**src/rtl/run_sequencer.sv**
```systemverilog
// run_sequencer: host-side batch sequencer in front of the processor top level.
// Each run does the following in order:
//   1. Streams LOAD_WORDS operands into data memory.
//   2. Pulses req to start the processor.
//   3. Counts RUN cycles until ack.
//   4. Streams RESULT_WORDS results back out.
// Optional build macro: RUN_TIMEOUT_EN. When it is defined, a run that has
// seen no ack after TIMEOUT_CYCLES RUN cycles is abandoned and goes straight
// to DONE with timed_out set.
//
// state  | meaning
// -------+--------------------------------------------------------------
// IDLE   | waiting for go; last cycle_count / timed_out held
// LOAD   | accepting operand words, one memory write per transfer
// START  | single-cycle req pulse to the processor
// RUN    | processor owns memory; count cycles until ack (or timeout)
// UNLOAD | presenting result words read combinationally from memory
// DONE   | single-cycle done pulse, then back to IDLE
`timescale 1ns/1ps

module run_sequencer #(
  parameter int ADDR_W         = 8,
  parameter int DATA_W         = 8,
  parameter int LOAD_WORDS     = 4,
  parameter int LOAD_BASE      = 0,
  parameter int RESULT_WORDS   = 2,
  parameter int RESULT_BASE    = 64,
  parameter int TIMEOUT_CYCLES = 1024
) (
  input  logic              clock,
  input  logic              reset_n,
  input  logic              go,
  output logic              busy,
  output logic              done,
  output logic              timed_out,
  output logic [15:0]       cycle_count,
  input  logic              load_valid,
  output logic              load_ready,
  input  logic [DATA_W-1:0] load_data,
  output logic              res_valid,
  input  logic              res_ready,
  output logic [DATA_W-1:0] res_data,
  output logic              host_mem_sel,
  output logic              mem_we,
  output logic [ADDR_W-1:0] mem_addr,
  output logic [DATA_W-1:0] mem_wdata,
  input  logic [DATA_W-1:0] mem_rdata,
  output logic              req,
  input  logic              ack
);

  localparam logic [2:0] S_IDLE   = 3'd0;
  localparam logic [2:0] S_LOAD   = 3'd1;
  localparam logic [2:0] S_START  = 3'd2;
  localparam logic [2:0] S_RUN    = 3'd3;
  localparam logic [2:0] S_UNLOAD = 3'd4;
  localparam logic [2:0] S_DONE   = 3'd5;

  // Index counters only need to span 0 .. WORDS-1.
  localparam int LIDX_W = (LOAD_WORDS   < 2) ? 1 : $clog2(LOAD_WORDS);
  localparam int RIDX_W = (RESULT_WORDS < 2) ? 1 : $clog2(RESULT_WORDS);

  localparam logic [LIDX_W-1:0] LOAD_LAST = LIDX_W'(LOAD_WORDS - 1);
  localparam logic [RIDX_W-1:0] RES_LAST  = RIDX_W'(RESULT_WORDS - 1);

  localparam logic [ADDR_W-1:0] LOAD_BASE_A   = ADDR_W'(LOAD_BASE);
  localparam logic [ADDR_W-1:0] RESULT_BASE_A = ADDR_W'(RESULT_BASE);
  localparam logic [31:0]       TIMEOUT_LIM   = 32'(TIMEOUT_CYCLES);

  localparam bit NO_LOAD   = (LOAD_WORDS == 0);
  localparam bit NO_RESULT = (RESULT_WORDS == 0);

  logic [2:0]        state;
  logic [2:0]        state_next;
  logic [LIDX_W-1:0] load_idx;
  logic [RIDX_W-1:0] res_idx;
  logic [15:0]       count_q;
  logic [15:0]       count_next;
  logic              timed_out_q;
  logic              load_fire;
  logic              res_fire;
  logic              load_last;
  logic              res_last;
  logic              limit_reached;
  logic              timeout_hit;
  logic [ADDR_W-1:0] load_addr;
  logic [ADDR_W-1:0] res_addr;

  // Handshake qualifiers, saturating RUN counter and the timeout decision.
  always_comb begin
    load_fire     = (state == S_LOAD) && load_valid;
    res_fire      = (state == S_UNLOAD) && res_ready;
    load_last     = (load_idx == LOAD_LAST);
    res_last      = (res_idx == RES_LAST);
    count_next    = (count_q == 16'hFFFF) ? 16'hFFFF : count_q + 16'd1;
    // The limit compares against the count that this RUN cycle will produce.
    // That way the run ends exactly after TIMEOUT_CYCLES counted cycles.
    limit_reached = ({16'd0, count_next} >= TIMEOUT_LIM);
`ifdef RUN_TIMEOUT_EN
    timeout_hit   = limit_reached;
`else
    // Without the timeout build the limit is computed but never acted on.
    timeout_hit   = limit_reached & 1'b0;
`endif
    load_addr     = LOAD_BASE_A + ADDR_W'(load_idx);
    res_addr      = RESULT_BASE_A + ADDR_W'(res_idx);
  end

  // Next-state decode; ack is only looked at in RUN.
  always_comb begin
    state_next = state;
    case (state)
      S_IDLE: begin
        if (go) state_next = NO_LOAD ? S_START : S_LOAD;
      end
      S_LOAD: begin
        if (load_fire && load_last) state_next = S_START;
      end
      S_START: begin
        state_next = S_RUN;
      end
      S_RUN: begin
        if (ack)              state_next = NO_RESULT ? S_DONE : S_UNLOAD;
        else if (timeout_hit) state_next = S_DONE;
      end
      S_UNLOAD: begin
        if (res_fire && res_last) state_next = S_DONE;
      end
      S_DONE: begin
        state_next = S_IDLE;
      end
      default: begin
        state_next = S_IDLE;
      end
    endcase
  end

  // State, indices, cycle counter and sticky timeout flag.
  always_ff @(posedge clock) begin
    if (!reset_n) begin
      state       <= S_IDLE;
      load_idx    <= '0;
      res_idx     <= '0;
      count_q     <= 16'd0;
      timed_out_q <= 1'b0;
    end else begin
      state <= state_next;
      case (state)
        S_IDLE: begin
          if (go) begin
            load_idx    <= '0;
            res_idx     <= '0;
            count_q     <= 16'd0;
            timed_out_q <= 1'b0;
          end
        end
        S_LOAD: begin
          if (load_fire) load_idx <= load_idx + 1'b1;
        end
        S_RUN: begin
          count_q <= count_next;
          if (!ack && timeout_hit) timed_out_q <= 1'b1;
        end
        S_UNLOAD: begin
          if (res_fire) res_idx <= res_idx + 1'b1;
        end
        default: begin
        end
      endcase
    end
  end

  // Output decode. Everything is idle-low outside its owning state.
  always_comb begin
    busy         = (state != S_IDLE);
    done         = (state == S_DONE);
    req          = (state == S_START);
    load_ready   = (state == S_LOAD);
    res_valid    = (state == S_UNLOAD);
    host_mem_sel = (state == S_LOAD) || (state == S_UNLOAD);
    mem_we       = load_fire;
    mem_wdata    = load_fire ? load_data : '0;
    res_data     = (state == S_UNLOAD) ? mem_rdata : '0;
    timed_out    = timed_out_q;
    cycle_count  = count_q;
    case (state)
      S_LOAD:   mem_addr = load_addr;
      S_UNLOAD: mem_addr = res_addr;
      default:  mem_addr = '0;
    endcase
  end

endmodule

```
**config.mk**
```make
export PLATFORM = sky130hd
export DESIGN_NAME = run_sequencer
export DESIGN_NICKNAME = d
export VERILOG_FILES = /design/src/rtl/run_sequencer.sv
export SDC_FILE = /design/constraint.sdc
export NUM_CORES = 1
export LEC_CHECK = 0
export CAP_MARGIN = 0
export CORE_ASPECT_RATIO = 1.2
export CORE_MARGIN = 2
export CORE_UTILIZATION = 44
export CTS_CLUSTER_SIZE = 16
export DETAILED_ROUTE_END_ITERATION = 16
export PLACE_DENSITY = 0.91
export SETUP_SLACK_MARGIN = 0.15
export SLEW_MARGIN = 30
export SYNTH_ARGS = -nofsm -noshare
export SYNTH_HDL_FRONTEND = slang
export SYNTH_SLANG_ARGS = --single-unit
export TNS_END_PERCENT = 100
```
**constraint.sdc**
```tcl
create_clock -name clock -period 4.3 [get_ports clock]
set_input_delay 0.645 -clock clock [delete_from_list [all_inputs] [get_ports clock]]
set_output_delay 0.645 -clock clock [all_outputs]
set_load 0.02 [all_outputs]
```
==> results of run 1 <==
-- per-layer routing --
layer / GRT usage, % / share of wire, % / up-vias
li1: - / - / 804
met1: 25.8 / 41 / 753
met2: 34.1 / 48 / 84
met3: 5.48 / 8.5 / 7
met4: 11.3 / 1.8 / 0
met5: 0 / 0 / -
-- registers in the layout, indices dropped and copies added, names as in the netlist --
register     count
state            3
cycle_count     16
load_idx         2
res_idx          1
-- cell families (layout without fill, tap and decap cells) --
| kind of cell | Yosys count | after routing | share of synthesized area, % |
|---|---|---|---|
| fa+ha+maj | 2 | 2 | 1.66 |
| flops | 22 | 22 | 29.2 |
| simple gates | 88 | 88 | 36.0 |
| other cells | 1 | 6 | 0.248 |
| mux | 3 | 3 | 1.99 |
| compound gates | 46 | 46 | 21.1 |
| buf+inv | 27 | 78 | 9.86 |
-- per-stage QoR --
| step | setup slack, ps | util [%] |
|---|---|---|
| final | 1270 | 65.8 |
| after global routing | 1040 | 65.8 |
| after CTS | 1240 | 65.8 |
| after detailed placement | 1520 | 63.6 |
| after global placement | 1550 | 63.6 |
| after floorplan | 2140 | - |
-- power by group through the flow --
stage / Sequential (mW) / Combinational (mW) / Clock, mW
final: 0.260 / 0.336 / 0.196
after detailed placement: 0.264 / 0.334 / 0
after global routing: 0.266 / 0.362 / 0.204
after CTS: 0.260 / 0.337 / 0.198
after global placement: 0.264 / 0.332 / 0
after floorplan: 0.236 / 0.255 / 0
-- worst max-delay path, cell delays in order (launching register included) --
cell and delay, ps:
dfxtp_1 560, nor3b_1 570, buf_4 250, a22o_1 140, clkdlybuf4s50_1 600
-- path summary, 6_finish.rpt --
kind,from,to,slack (ps),depth (start not counted)
hold / removal,cycle_count[14],cycle_count[14],500,2
setup reg to reg,state[0],cycle_count[12],2240,4
setup / recovery,state[2],mem_addr[0],1270,4
hold reg to reg,cycle_count[14],cycle_count[14],500,2
-- final cells by class --
cell class | count | area (um2) | area share, %
sequential | 22 | 440 | 20.2
timing repair buffer | 65 | 646 | 29.7
clock buffer | 3 | 41.3 | 1.90
multi-input combinational | 145 | 940 | 43.2
tap | 37 | 46.3 | 2.13
clock inverter | 1 | 30.0 | 1.38
inverter | 9 | 33.8 | 1.55
-- placed cells by master, fill, tap and decap left out, types with 2 or more instances in the layout --
cell,Yosys,layout
nor3b_1,5,5
nor2_1,2,2
buf_4,6,2
nor3_1,7,7
a31oi_1,3,3
and2_1,11,11
nand3_1,7,7
o31ai_1,2,2
mux2i_1,3,3
nand4_1,7,7
nand3b_1,3,3
a22oi_1,2,2
o2bb2ai_1,2,2
a32o_1,2,2
o211ai_1,3,3
o2111ai_1,2,2
dfxtp_1,22,22
and3_1,10,10
o21a_1,3,3
a21boi_0,2,2
nand2_1,17,17
clkbuf_8,0,3
or4_1,3,3
ha_1,2,2
a21oi_1,6,6
inv_1,9,9
o21ai_0,10,10
conb_1,1,6
clkdlybuf4s50_1,0,63
or3_1,2,2
==> flow_metrics.tcl, run 1 <==
set metrics [dict create \
    tightest_slew_ps 731 \
    internal-power_mw 0.507 \
    min_period_over_period_pct 70.5 \
    switching_power_mw 0.286 \
    core_um2 3310 \
    rows 23 \
    root_buffer "clkbuf_8" \
    cp_max_fo 15 \
    portBuffers 63 \
    totalWireLength_um 3950 \
    avgViaCountPerCell 5.84 \
    finalNonFillerCells 282 \
    vdd_drop_max_uv 257 \
    gp_congestion 0.817 \
    drtPass1Iterations 4 \
    finalCriticalPeriod_ps 3030 \
    hold_violations 0 \
    min_path_type "reg -> reg" \
    syn_inst 189 \
    drc 0 \
    power_mw 0.792 \
    p_clk_share_pct 24.7 \
    n_fill_cell 263 \
    critical_path_class "reg -> out" \
    placed_area_um2 2110 \
    synth-seq-cells 22 \
    grt_max_degree 22 \
    grt_pass1_vias 1526 \
    synth_top_cell_by_area "dfxtp_1" \
    power_frac_seq_pct 32.8 \
    num_vias 1648 \
    die_w_um 57.5 \
    rsz0062_at_grt "no" \
    clk_latency_ps 270 \
    cts-buffers-inserted 3 \
    clk_pin_slew_ps 90 \
    cap_violations 0 \
    first_iter_violations 91 \
    skew_ps 8.42 \
    synth_warnings 0 \
    run_status "finished clean" \
    cts_setup_buffers 0 \
    grt-ovfl-total 0 \
    timing.hold.ws_ps 499 \
    crit_arrival_ps 2390 \
    synth_seq_area_share_pct 29.2 \
    synth_ff_type "dfxtp_1" \
    die_h_um 68.2 \
    hpwl_um 2850 \
    numPlacedInstances 278 \
    cp.required_ps 3650 \
    synthArstFlopShare_pct 0 \
    grt_use_total_pct 21.2 \
    htreeDepth 1 \
    end_kind "primary output" \
    p_leak_nw 0.810 \
    grt_pass1_wl_um 6560 \
    syn_to_final_growth_pct 44.2 \
    synth.most_common_cell "dfxtp_1" \
    p_sw_share_pct 36.1 \
    fmaxAchievable_ghz 0.330 \
    synth_area_leaders "dfxtp_1 (29%), and2_1 (4.6%), nand2_1 (4.2%)" \
    p_per_area_nw_per_um2 364 \
    setup_viol 0 \
    cp-start-kind "flop" \
    drtAntennaViolNets 0 \
    fin_tns_setup_ps 0 \
    cts_resized 0 \
    grt_antenna_before_repair 0 \
    dieArea_um2 3920 \
    detail_route.wl_per_cell_um 14.0 \
    slew_headroom_pct 51.1 \
    yosys.cell_types.count 55 \
    layout-drive-gt1-share_pct 6.12 \
    combPwrFrac_pct 42.4 \
    syn_area_um2 1510 \
    finalInstanceArea_um2 2180 \
    antenna_cells 0 \
    synth_top_area_share_pct 29.2 \
    tritoncts "built" \
    initial_core_util_pct 45.6 \
    clock_sinks 22 \
    num_io_pins 70 \
    clockBufferDepth 2 \
    avgSynthCellArea_um2 7.99 \
    synth_edf_count 0 \
    cts.hold.buffers_added 0 \
    fin_nets 270 \
    finalMaxSlewViolations 0 \
    netlist_top_cells_count "dfxtp_1 (22), nand2_1 (17), and2_1 (11), and3_1 (10), o21ai_0 (10)" \
]
Note: power is estimated with default switching activity, not from simulation.
==> run 2, diff against run 1 <==
Settings changed: CORE_UTILIZATION 44 to 37, PLACE_DENSITY 0.91 to 0.82.
Clock period 4.3 ns to 2.5 ns, I/O delays scaled along.
==> run 2 against run 1 <==
Effect of this change: clock-buffer cell count is 1 higher; clock skew fell by 6.0 ps; sequential cell count is the same; register-to-register slack got worse by 1700 ps.
==> flow_metrics.tcl, run 2 (synthesized netlist as in run 1, its figures left out) <==
set metrics [dict create \
    rsz0062_at_grt "no" \
    cap_violations 0 \
    cts-buffers-inserted 3 \
    finalCriticalPeriod_ps 2240 \
    end_kind "primary output" \
    cp.required_ps 2120 \
    detail_route.wl_per_cell_um 12.8 \
    setup_viol 0 \
    initial_core_util_pct 38.3 \
    layout_common_cells "clkdlybuf4s50_1 (52), dfxtp_1 (20), nand2_1 (17)" \
    dieArea_um2 4610 \
    slew_headroom_pct 54.6 \
    syn_to_final_growth_pct 49.5 \
    drc 0 \
    fin_nets 276 \
    rows 25 \
    gp_congestion 0.795 \
    num_io_pins 70 \
    clockBufferDepth 2 \
    largest_register_ffs 16 \
    antenna_cells 0 \
    drtPass1Iterations 4 \
    first_iter_violations 95 \
    totalWireLength_um 3920 \
    clk_latency_ps 260 \
    final_common_cell "clkdlybuf4s50_1" \
    clk_pin_slew_ps 80 \
    die_w_um 62.3 \
    vdd_drop_max_uv 349 \
    clock_sinks 22 \
    root_buffer "clkbuf_8" \
    tightest_slew_ps 676 \
    cp_max_fo 11 \
    register_area_um2 443 \
    die_h_um 74.0 \
    hold_violations 0 \
    tritoncts "built" \
    n_fill_cell 373 \
    min_period_over_period_pct 89.6 \
    skew_ps 2.43 \
    grt_antenna_before_repair 0 \
    crit_arrival_ps 1860 \
    grt_pass1_vias 1554 \
    grt-ovfl-total 0 \
    layout-drive-gt1-share_pct 9.56 \
    avgViaCountPerCell 5.35 \
    htreeDepth 1 \
    portBuffers 63 \
    hpwl_um 2970 \
    run_status "finished clean" \
    grt_max_degree 21 \
    core_um2 3940 \
    grt_pass1_wl_um 6570 \
    p_per_area_nw_per_um2 586 \
    drtAntennaViolNets 0 \
    power_mw 1.32 \
    min_path_type "reg -> reg" \
    critical_path_class "reg -> out" \
    p_leak_nw 1.02 \
    num_vias 1632 \
    fmaxAchievable_ghz 0.447 \
    grt_use_total_pct 17.3 \
    multiInputGateArea_um2 945 \
    cp-start-kind "flop" \
    finalMaxSlewViolations 0 \
    fin_tns_setup_ps 0 \
]
## run 2: cell types whose count changed in the layout (fill, tap and decap cells not counted)
| cell | previous run | this run |
|---|---|---|
| clkdlybuf4s50_1 | 63 | 52 |
| dlymetal6s2s_1 | 0 | 10 |
| buf_4 | 2 | 8 |
| dfxtp_1 | 22 | 20 |
| dfxtp_2 | 0 | 2 |
| bufinv_16 | 1 | 0 |
| clkbuf_8 | 3 | 4 |
| dlygate4sd2_1 | 0 | 1 |
| nor3b_1 | 5 | 4 |
| nor3b_2 | 0 | 1 |
## run 2: where the power goes
| group | switching, mW | leakage (nW) | internal, mW |
|---|---|---|---|
| Combinational | 0.325 | 0.817 | 0.310 |
| Clock | 0.117 | 0.0288 | 0.140 |
| Sequential | 0.0531 | 0.178 | 0.379 |
| Total | 0.494 | 1.02 | 0.830 |
## run 2: per-layer routing
layer | up-vias | part of all wire [%] | global-route usage, %
met5 | - | 0 | 0
met4 | 0 | 0.74 | 6.17
met3 | 2 | 4.9 | 1.36
met2 | 65 | 51 | 33.8
met1 | 750 | 43 | 20.3
li1 | 815 | - | -
## run 2: worst max-delay path, cell delays in order (launching register included)
cell,delay (ps)
dfxtp_1,380
nor3b_2,250
buf_4,190
and3_1,170
clkdlybuf4s50_1,600
## run 2: worst paths after layout
| check | start | to | slack, ps | cells after the start |
|---|---|---|---|---|
| max reg2reg | cycle_count[0] | cycle_count[1] | 530 | 5 |
| max | state[2] | mem_wdata[5] | 260 | 4 |
| min reg2reg | cycle_count[14] | cycle_count[14] | 500 | 2 |
| min | cycle_count[14] | cycle_count[14] | 500 | 2 |
## run 2: through the flow
step                hold slack, ps  setup WS, ps  instance area, um2  util (%)  cells
finish                         501           260                2260      57.3    305
floorplan                      484           612                1530         -    194
global placement               488           364                2170      55.1    301
CTS                            502           188                2230      56.7    305
global route                   531           152                2260      57.3    305
detailed placement             490           297                2170      55.1    301
## run 2: what timing repair did
| action | CTS | global route |
|---|---|---|
| gates cloned | 0 | 0 |
| hold buffers | 0 | 0 |
| hold endpoints to repair | 0 | 0 |
| setup buffers | 0 | 0 |
| resized for setup | 4 | 10 |
| endpoints found under the setup margin | 11 | 10 |
## run 2: area by class of cell
| cell class | count | area share [%] |
|---|---|---|
| Timing Repair Buffer | 71 | 31.6 |
| Tap cell | 54 | 2.99 |
| Clock buffer | 4 | 2.44 |
| Inverter | 9 | 1.50 |
| Sequential cell | 22 | 19.6 |
| Multi-Input combinational cell | 145 | 41.8 |
==> run 3, diff against run 2 <==
Settings changed: CORE_UTILIZATION 37 to 41, PLACE_DENSITY 0.82 to 0.86.
Clock period 2.5 ns to 2.1 ns, I/O delays scaled along.
==> run 3 against run 2 <==
Effect of this change: highest routed layer unchanged; via count is 1.0% higher; wire length rose by 5.5%; final area shrank 1.7%.
==> flow_metrics.tcl, run 3 (synthesized netlist as in run 1, its figures left out) <==
set metrics [dict create \
    run_status "finished clean" \
    final_common_cell "clkdlybuf4s50_1" \
    cp_max_fo 14 \
    fin_tns_setup_ps 0 \
    layout-drive-gt1-share_pct 11.3 \
    finalInstanceArea_um2 2220 \
    rsz0062_at_grt "yes" \
    dieArea_um2 4190 \
    place_ws_ps 51.2 \
    hold_violations 0 \
    num_vias 1649 \
    startpoint "state[0]" \
    rr_worst_depth 6 \
    n_fill_cell 315 \
    finalNonFillerCells 296 \
    timing.hold.ws_ps 515 \
    antenna_cells 0 \
    grt_pass1_vias 1610 \
    fmaxAchievable_ghz 0.534 \
    grt_max_degree 21 \
    setup_ws_ps 229 \
    slowest_stage "dfxtp_1" \
    cp-start-kind "flop" \
    initial_core_util_pct 42.3 \
    drtAntennaViolNets 0 \
    critical_path_class "reg -> out" \
    rr_startpoint "cycle_count[0]" \
    tritoncts "built" \
    power_mw 1.54 \
    finalCriticalPeriod_ps 1870 \
    clk_pin_slew_ps 80 \
    num_io_pins 70 \
    finalMaxSlewViolations 0 \
    skew_ps 6.75 \
    syn_to_final_growth_pct 47.1 \
    p_per_area_nw_per_um2 693 \
    totalWireLength_um 4130 \
    critPathMaxStageDelay_ps 390 \
    r2r_end "cycle_count[12]" \
    cts-buffers-inserted 3 \
    gp_congestion 0.851 \
    grt_pass1_wl_um 6820 \
    placed_area_um2 2190 \
    portBuffers 63 \
    clockBufferDepth 2 \
    htreeDepth 1 \
    grt-ovfl-total 0 \
    crit_path_cell_trace "nor3b_1 > buf_4 > and3_1 > dlygate4sd2_1" \
    grt_use_total_pct 20.6 \
    vdd_drop_max_uv 360 \
    r2r_slack_ps 230 \
    core_um2 3570 \
    fin_util_pct 62.1 \
    cp.required_ps 1780 \
    setup_viol 0 \
    min_path_type "reg -> reg" \
    avgViaCountPerCell 5.57 \
    min_period_over_period_pct 89.1 \
    end_kind "primary output" \
    clock_sinks 22 \
    grt_antenna_before_repair 0 \
    p_leak_nw 0.952 \
    drtPass1Iterations 7 \
    first_iter_violations 88 \
    crit_arrival_ps 1560 \
    detail_route.wl_per_cell_um 14.0 \
    drc 0 \
    die_h_um 70.5 \
    rows 24 \
    fin_nets 282 \
    largest_register_ffs 16 \
    root_buffer "clkbuf_8" \
    die_w_um 59.4 \
    hpwl_um 3010 \
    clk_latency_ps 270 \
    cap_violations 0 \
    layout_common_cells "clkdlybuf4s50_1 (37), dfxtp_1 (22), dlygate4sd2_1 (18)" \
    numPlacedInstances 291 \
    critPathCapture "mem_wdata[4]" \
]
run 3: repair_timing:
action,in CTS,in global routing
gates resized for setup,26,10
endpoints found under the setup margin,26,11
buffers inserted,0,1
hold buffers,0,0
run 3: worst max-delay path: cells and delay by family (launching register included):
family | cells | cell delay, ps
buffers and inverters | 2 | 530
flip-flops | 1 | 390
AND/OR/NAND/NOR | 2 | 350
run 3: how the worst min path moves through the flow:
stage	start	end	slack, ps	cells past startpoint
after floorplan	load_idx[1]	load_idx[1]	480	2
after global placement	state[0]	state[0]	480	2
after detailed placement	state[0]	state[0]	500	2
after CTS	state[0]	state[0]	510	2
after global routing	state[0]	state[0]	540	2
final	state[0]	state[0]	520	2
run 3: per-layer routing:
metal / part of all wire (%) / track usage, % / vias up
li1: - / - / 823
met1: 42 / 24.5 / 734
met2: 49 / 33.0 / 83
met3: 7.2 / 3.89 / 9
met4: 2.2 / 12.9 / 0
met5: 0 / 0 / -
run 3: layout make-up:
| cell class | instances | area [um2] | area share (%) |
|---|---|---|---|
| Timing Repair Buffer | 77 | 703 | 31.7 |
| Multi-Input combinational cell | 145 | 940 | 42.3 |
| Tap cell | 39 | 48.8 | 2.20 |
| Inverter | 9 | 33.8 | 1.52 |
| Clock buffer | 4 | 55.1 | 2.48 |
| Sequential cell | 22 | 440 | 19.8 |
run 3: power by group:
group / total [mW] / internal, mW / switching [mW]
registers: 0.478 / 0.447 / 0.0310
clock network: 0.311 / 0.168 / 0.143
logic: 0.749 / 0.331 / 0.419
total: 1.54 / 0.945 / 0.593
